--- src/rtl/pipelined_cla_adder.sv ---
// Three-stage carry-lookahead add/sub (group lookahead, then intra-group carries), 3-edge latency, 1 op/cycle.
// out_ready stalls propagate combinationally back to in_ready with no skid buffer; `define CLA_SATURATE_EN clamps overflowed sums.
module pipelined_cla_adder #(
  parameter int WIDTH = 16,
  parameter int BLOCK = 4
) (
  input  logic             clk,
  input  logic             reset,
  input  logic             in_valid,
  output logic             in_ready,
  input  logic [WIDTH-1:0] a,
  input  logic [WIDTH-1:0] b,
  input  logic             cin,
  input  logic             sub,
  output logic             out_valid,
  input  logic             out_ready,
  output logic [WIDTH-1:0] sum,
  output logic             cout,
  output logic             overflow,
  output logic             zero
);

  localparam int NG = WIDTH / BLOCK;

  logic             adv1, adv2, adv3;
  logic             v1, v2;
  logic [WIDTH-1:0] b_eff;
  logic             c0_in;

  logic [WIDTH-1:0] p1, g1;
  logic             c01;

  logic [NG-1:0]    gp, gg;
  logic [NG:0]      gc;
  logic             la_c, la_acc, la_term;

  logic [WIDTH-1:0] p2, g2;
  logic [NG:0]      gc2;

  logic [WIDTH-1:0] cb, res;
  logic             la3_c, ovf;

`ifdef CLA_SATURATE_EN
  logic neg1, neg2;
`endif

  assign adv3     = !out_valid || out_ready;
  assign adv2     = !v2 || adv3;
  assign adv1     = !v1 || adv2;
  assign in_ready = adv1;

  assign b_eff = sub ? ~b : b;
  assign c0_in = sub ? ~cin : cin;

  always_ff @(posedge clk or negedge reset) begin
    if (!reset) begin
      v1  <= 1'b0;
      p1  <= '0;
      g1  <= '0;
      c01 <= 1'b0;
    end else if (adv1) begin
      v1  <= in_valid;
      p1  <= a ^ b_eff;
      g1  <= a & b_eff;
      c01 <= c0_in;
    end
  end

  // Group P/G, then every group carry expanded directly from c0 (no ripple across groups).
  always_comb begin
    gp      = '0;
    gg      = '0;
    gc      = '0;
    la_c    = 1'b0;
    la_acc  = 1'b0;
    la_term = 1'b0;
    for (int k = 0; k < NG; k++) begin
      gp[k] = &p1[k*BLOCK +: BLOCK];
      la_c  = 1'b0;
      for (int i = 0; i < BLOCK; i++)
        la_c = g1[k*BLOCK+i] | (p1[k*BLOCK+i] & la_c);
      gg[k] = la_c;
    end
    gc[0] = c01;
    for (int k = 0; k < NG; k++) begin
      la_acc = c01;
      for (int m = 0; m <= k; m++)
        la_acc = la_acc & gp[m];
      for (int j = 0; j <= k; j++) begin
        la_term = gg[j];
        for (int m = j + 1; m <= k; m++)
          la_term = la_term & gp[m];
        la_acc = la_acc | la_term;
      end
      gc[k+1] = la_acc;
    end
  end

  always_ff @(posedge clk or negedge reset) begin
    if (!reset) begin
      v2  <= 1'b0;
      p2  <= '0;
      g2  <= '0;
      gc2 <= '0;
    end else if (adv2) begin
      v2  <= v1;
      p2  <= p1;
      g2  <= g1;
      gc2 <= gc;
    end
  end

  always_comb begin
    cb    = '0;
    la3_c = 1'b0;
    for (int k = 0; k < NG; k++) begin
      la3_c = gc2[k];
      for (int i = 0; i < BLOCK; i++) begin
        cb[k*BLOCK+i] = la3_c;
        la3_c = g2[k*BLOCK+i] | (p2[k*BLOCK+i] & la3_c);
      end
    end
    ovf = gc2[NG] ^ cb[WIDTH-1];
    res = p2 ^ cb;
`ifdef CLA_SATURATE_EN
    // Overflow implies equal effective signs, so one sign flag picks the clamp direction.
    if (ovf)
      res = neg2 ? {1'b1, {(WIDTH-1){1'b0}}} : {1'b0, {(WIDTH-1){1'b1}}};
`endif
  end

`ifdef CLA_SATURATE_EN
  always_ff @(posedge clk or negedge reset) begin
    if (!reset) begin
      neg1 <= 1'b0;
      neg2 <= 1'b0;
    end else begin
      if (adv1) neg1 <= a[WIDTH-1] & b_eff[WIDTH-1];
      if (adv2) neg2 <= neg1;
    end
  end
`endif

  always_ff @(posedge clk or negedge reset) begin
    if (!reset) begin
      out_valid <= 1'b0;
      sum       <= '0;
      cout      <= 1'b0;
      overflow  <= 1'b0;
      zero      <= 1'b0;
    end else if (adv3) begin
      out_valid <= v2;
      sum       <= res;
      cout      <= gc2[NG];
      overflow  <= ovf;
      zero      <= (res == '0);
    end
  end

endmodule

--- config.mk ---
export PLATFORM = sky130hd
export DESIGN_NAME = pipelined_cla_adder
export DESIGN_NICKNAME = d
export VERILOG_FILES = /design/src/rtl/pipelined_cla_adder.sv
export SDC_FILE = /design/constraint.sdc
export NUM_CORES = 1
export LEC_CHECK = 0
export BUFFER_PORTS_ARGS = -buffer_cell sky130_fd_sc_hd__buf_2
export CORE_MARGIN = 3
export CORE_UTILIZATION = 51
export DETAILED_ROUTE_END_ITERATION = 10
export GPL_ROUTABILITY_DRIVEN = 1
export GPL_TIMING_DRIVEN = 1
export PLACE_DENSITY = 0.76
export SLEW_MARGIN = 30
export SYNTH_ARGS = -nofsm -noshare
export SYNTH_HDL_FRONTEND = slang
export SYNTH_SLANG_ARGS = --single-unit
--- constraint.sdc ---
create_clock -name clk -period 2 [get_ports clk]
set_input_delay 0.5 -clock clk [delete_from_list [all_inputs] [get_ports clk]]
set_output_delay 0.5 -clock clk [all_outputs]
set_load 0.01 [all_outputs]
==> results of run 1 <==
synth_stat cells, drive strengths merged (2+ instances only):
cell and number:
nor4 3, nand4 3, a21oi 9, ha 28, nand2b 2, buf 10
mux2 73, o21ai 7, nand3 4, xor2 21, dfrtp 88, nand2 12
a211oi 2, nor2 10, or2 9
cell type report:
cell class                      count  area share
Sequential cell                    88       0.444
Timing Repair Buffer               76      0.0938
Multi-Input combinational cell    194       0.403
Clock inverter                      4     0.00404
Tap cell                           99      0.0250
Clock buffer                       12      0.0293
Inverter                            1    0.000757
cell usage in the layout, fill, tap and decap left out, types with 3 or more instances in the layout:
cell type  synthesis  final
dfrtp_1           88     88
buf_2              6     57
mux2_2            37     37
mux2_1            26     26
xor2_1            21     18
ha_1              28     17
buf_4              1     16
nand2_1           11     11
mux2_4            10     10
clkbuf_8           0     10
a21oi_1            9      9
or2_4              0      8
ha_4               0      8
nor2_1            10      6
o21ai_0            7      5
clkinv_2           0      4
nand3_1            3      3
nand4_1            3      3
nor2_4             0      3
xor2_2             0      3
ha_2               0      3
buf_12             0      3
critical path: stages (launching register included):
cell and delay [ps]:
dfrtp_1 400, ha_2 180, or2_4 250, ha_4 150, or2_4 230, ha_4 160
nor2_4 110, xor2_2 210, nand4_1 120, o31ai_1 220
power by group through the flow:
stage	registers [µW]	logic, µW	clock network (µW)
6_report	2560	1840	1060
5_1_grt	2620	2020	1170
4_1_cts	2550	1770	1090
3_5_place_dp	2580	1610	0
3_3_place_gp	2560	1550	0
2_1_floorplan	2570	926	0
flip-flops by register name, indices dropped and copies added, names as in the netlist, 5 cells and up:
signal  count
g1         16
sum        16
g2         12
p2         16
p1         16
gc2         5
how the worst min path moves through the flow:
stage | startpoint | to | slack (ps) | depth (start not counted)
floorplan | reset | c01$_DFFE_PN0P_ | 200 | 0
global placement | reset | sum[10]$_DFFE_PN0P_ | 450 | 1
detailed placement | reset | sum[9]$_DFFE_PN0P_ | 450 | 1
CTS | reset | sum[9]$_DFFE_PN0P_ | 70 | 1
global route | reset | sum[12]$_DFFE_PN0P_ | 80 | 1
finish | reset | sum[9]$_DFFE_PN0P_ | 70 | 1
what timing repair did:
item,4_1_cts,5_1_grt
endpoints found under the setup margin,1,6
hold buffers,0,0
resized for setup,12,11
pin swaps,8,16
cloned,0,0
buffers inserted,4,3
per-layer routing:
layer	track usage	share of wire	up-vias
met5	0	0	-
met4	0.0557	0.0078	0
met3	0.0489	0.040	7
met2	0.313	0.50	58
met1	0.243	0.45	1254
li1	-	-	1188
cells by family (layout without fill, tap and decap cells):
family,after synthesis,in the layout,synth area share
xor gates and xnor gates,22,22,0.0473
muxes,73,73,0.211
AOI/OAI and AO/OA,26,26,0.0381
adders and majority gates,28,28,0.0860
buffers and inverters,12,93,0.0193
DFF,88,88,0.540
and+or+nand+nor,45,45,0.0580
per-stage QoR:
step | worst slack (ps) | area [µm²] | hold slack [ps]
after global placement | -167 | 4640 | 450
after global routing | -235 | 4960 | 76.5
after detailed placement | -223 | 4640 | 450
after floorplan | 6.25 | 4160 | 204
final | -116 | 4960 | 69.1
after CTS | -104 | 4890 | 73.8
==> impl_metrics.tcl, run 1 <==
set metrics [dict create \
    critPathRequiredTime_ps 2250 \
    switching_share 0.315 \
    final_nets 436 \
    tightest_slew_ps 554 \
    first_global_vias 2642 \
    timing_max_transition_violations_final 0 \
    pwr-share-seq 0.468 \
    drv.max_cap_violation_count 0 \
    avgSynthCellArea_um2 13.9 \
    hold_viol_final 0 \
    postLayoutCoreUtil 0.663 \
    effective_utilization_at_floorplan 0.544 \
    synth-seq-area-share 0.540 \
    switchingPower_uw 1720 \
    cts_inserted_buffers 9 \
    synth_cell_types 34 \
    clockPowerShare 0.194 \
    layout_min_cycle_time_ps 2120 \
    placeableCoreArea_mm2 0.00749 \
    worst_slack_ps -116 \
    post_synth_inst_count 294 \
    path_class "flip-flop to flip-flop" \
    vias 2507 \
    synth.ff_latch_count 88 \
    power_uw 5470 \
    synth_ff_type "dfrtp_1" \
    ctsLongestPathBuffers 2 \
    combinationalPowerShare 0.337 \
    instances_no_fill 474 \
    number_of_enable_type_register_cells_in_the_synthesized_netlist 0 \
    synthesis.nets 360 \
    type_of_origin_of_the_critical_path "flip-flop" \
    post_synth_instance_area_mm2 0.00408 \
    synth.yosys.warnings 0 \
    result_of_the_run "finished, violations left" \
    placedCellCount 453 \
    grtUsageTotal 0.188 \
    achievable-frequency_ghz 0.473 \
    r2r_start "p2[12]$_DFFE_PN0P_" \
    nFillCells 564 \
    violations "setup timing" \
    finalWeightedCongestion 0.800 \
    p_int_uw 3750 \
    maxSlewHeadroom 0.630 \
    timing.critical_path.from "p2[12]$_DFFE_PN0P_" \
    drt_iter0_markers 66 \
    first_pass_grt_wire_length_mm 12.9 \
    layout.area.seq_mm2 0.00220 \
    hold_class "primary input to async pin" \
    endpoint_kind "flip-flop" \
    final.setup.tns_ps -123 \
    setup_viol 2 \
    ios 59 \
    die_y_um 95.4 \
    worstSetupEndpoint "zero$_DFFE_PN0P_" \
    worst-r2r-setup-slack_ps -120 \
    synth_area_leader_cell "dfrtp_1" \
    clock-root-buffer "clkbuf_8" \
    dieArea_mm2 0.00910 \
    fin_crit_sh 1.06 \
    cp_data_arrival_time_ps 2370 \
    power-per-cell-area_mw_per_mm2 1100 \
    asyncSetResetFlopFracSynth 1.00 \
    synth_top_cells_by_area "dfrtp_1 (54%), mux2_2 (10%), ha_1 (8.6%)" \
    r2r.worst_path.cells 9 \
    static-leakage-power_uw 0.00233 \
    grt_setup_unrepaired "yes" \
    final_layout_size_suffix_gt1_frac 0.456 \
    cts_max_level 3 \
    drt-wirelength-per-cell_um 16.6 \
    cts.clk_slew.worst_paths_ps 80 \
    clock_skew_ps 4.94 \
    hpwl_mm 5.75 \
    grt_start_max_net_pins 50 \
    drt_pass1_iterations 4 \
    globalRouteOverflowTotal 0 \
    routed_wl_mm 7.86 \
    clk_latency_ps 340 \
    reg2reg_to "zero$_DFFE_PN0P_" \
    synth_top_area_frac 0.540 \
    post_drt_via_cell_ratio 5.29 \
    port_buffers 58 \
    antenna-diode-count 0 \
    combined_area_of_the_multi_input_logic_cells_mm2 0.00200 \
    timing.critical_path.fanout_max 2 \
    cts_tree "built" \
    vdd_ir_drop_max_mv 0.694 \
    fp-row-count 31 \
    antenna_found_initial 0 \
    cts_num_sinks 88 \
    syn_to_final_growth_pct 21.7 \
    die_width_um 95.4 \
    remaining_drc_errors 0 \
    route.antenna.remaining_nets 0 \
]
(Power assumes the default switching activity.)
==> run 2, diff against run 1 <==
==> constraint.sdc (replaced) <==
create_clock -name clk -period 2 [get_ports clk]
set_input_delay 0.1 -clock clk [delete_from_list [all_inputs] [get_ports clk]]
set_output_delay 0.1 -clock clk [all_outputs]
set_load 0.01 [all_outputs]
==> impl_metrics.tcl, run 2 (synthesized netlist as in run 1, its figures left out) <==
set metrics [dict create \
    first_pass_grt_wire_length_mm 12.3 \
    placeableCoreArea_mm2 0.00749 \
    timing.critical_path.from "p2[4]$_DFFE_PN0P_" \
    endpoint_kind "flip-flop" \
    dieArea_mm2 0.00910 \
    fp-row-count 31 \
    die_y_um 95.4 \
    layout.cells.most_common "dfrtp_1" \
    cts.clk_slew.worst_paths_ps 80 \
    drv.max_cap_violation_count 0 \
    postLayoutCoreUtil 0.655 \
    power-per-cell-area_mw_per_mm2 1110 \
    hold_class "primary input to flip-flop" \
    grt_setup_unrepaired "yes" \
    clk_latency_ps 350 \
    vdd_ir_drop_max_mv 0.534 \
    maxSlewHeadroom 0.628 \
    die_width_um 95.4 \
    drt_pass1_iterations 4 \
    worst_slack_ps -140 \
    tightest_slew_ps 557 \
    layout_min_cycle_time_ps 2140 \
    ios 59 \
    cp_data_arrival_time_ps 2410 \
    globalRouteOverflowTotal 0 \
    violations "setup timing" \
    route.antenna.remaining_nets 0 \
    final_nets 432 \
    combined_area_of_the_multi_input_logic_cells_mm2 0.00196 \
    setup_viol 1 \
    achievable-frequency_ghz 0.467 \
    routed_wl_mm 7.57 \
    final.setup.tns_ps -140 \
    grt_start_max_net_pins 55 \
    clock_skew_ps 7.84 \
    critPathRequiredTime_ps 2270 \
    effective_utilization_at_floorplan 0.544 \
    layout.area.seq_mm2 0.00220 \
    vias 2515 \
    fin_crit_sh 1.07 \
    final_layout_size_suffix_gt1_frac 0.442 \
    placed_cell_area_mm2 0.00460 \
    antenna_found_initial 0 \
    timing.critical_path.fanout_max 2 \
    port_buffers 58 \
    place_ws_ps -212 \
    remaining_drc_errors 0 \
    hpwl_mm 5.48 \
    cts_max_level 3 \
    path_class "flip-flop to flip-flop" \
    cts_inserted_buffers 9 \
    antenna-diode-count 0 \
    r2r_start "p2[4]$_DFFE_PN0P_" \
    syn_to_final_growth_pct 20.3 \
    finalWeightedCongestion 0.786 \
    static-leakage-power_uw 0.00229 \
    placedCellCount 450 \
    most-common-layout-cells "dfrtp_1 (88), buf_2 (57), mux2_2 (37), mux2_1 (26), xor2_1 (19)" \
    finish.instance_area_mm2 0.00490 \
    hold_viol_final 0 \
    ctsLongestPathBuffers 2 \
    hold_path.startpoint "cin" \
    drt_iter0_markers 77 \
    instances_no_fill 470 \
    cts_num_sinks 88 \
    drt-wirelength-per-cell_um 16.1 \
    type_of_origin_of_the_critical_path "flip-flop" \
    timing_max_transition_violations_final 0 \
    first_global_vias 2596 \
    nFillCells 544 \
    result_of_the_run "finished, violations left" \
    clock-root-buffer "clkbuf_8" \
    grtUsageTotal 0.179 \
    cts_tree "built" \
    post_drt_via_cell_ratio 5.35 \
]
run 2: cell types whose count changed in the layout (fill, tap and decap cells not counted), sizes merged:
| cell | before | now |
|---|---|---|
| clkinv | 4 | 1 |
| clkinvlp | 0 | 3 |
| buf | 76 | 70 |
| clkbuf | 12 | 11 |
| dlygate4sd3 | 0 | 2 |
| bufinv | 0 | 1 |
run 2: final timing paths:
check | end | slack, ps | depth (start not counted)
worst max-delay path | zero$_DFFE_PN0P_ | -140 | 9
worst min-delay path | c01$_DFFE_PN0P_ | 20 | 3
worst max register to register | zero$_DFFE_PN0P_ | -140 | 9
worst min register to register | overflow$_DFFE_PN0P_ | 480 | 2
max in group asynchronous | p2[3]$_DFFE_PN0P_ | 1130 | 3
min in group asynchronous | sum[9]$_DFFE_PN0P_ | 240 | 2
run 2: power by group:
part           internal, µW  leakage (µW)  switching [µW]
sequential             2220       0.00106             321
combinational           962       0.00115             773
clock                   576     0.0000856             601
run 2: routing by layer:
layer | up-vias | routed length [µm] | track usage
li1 | 1181 | - | -
met1 | 1271 | 3360 | 0.237
met2 | 51 | 3730 | 0.289
met3 | 12 | 346 | 0.0450
met4 | 0 | 129 | 0.0604
met5 | - | 0 | 0
run 2: cell type report:
class | instances | share of cell area
flip-flops and latches | 88 | 0.449
clock inverters | 5 | 0.0117
well taps | 99 | 0.0253
multi-input cells | 194 | 0.399
inverters | 1 | 0.000766
repair buffers | 72 | 0.0873
clock buffers | 11 | 0.0268
run 2: timing repair:
item                                   in CTS  in global routing
pin swaps                                   1                  8
gates cloned                                0                  0
setup endpoints to repair                   1                  4
hold buffers                                2                  0
resized for setup                           5                  9
setup buffers                               1                  1
endpoints found under the hold margin      35                  0
run 2: worst max-delay path: stages, from the launching register on:
cell and delay, ps:
dfrtp_1 390, ha_1 180, or2_2 270, ha_2 160, or2_4 230, ha_4 160, nor2_2 100, xor2_1 200
nand4_1 140, o31ai_2 220
run 2: through the flow:
stage | total power, µW | hold WS (ps)
after floorplan | 3500 | -196
after global placement | 4090 | 89.1
after detailed placement | 4160 | 84.1
after CTS | 5430 | 8.34
after global routing | 5790 | 18.1
final | 5450 | 20.5
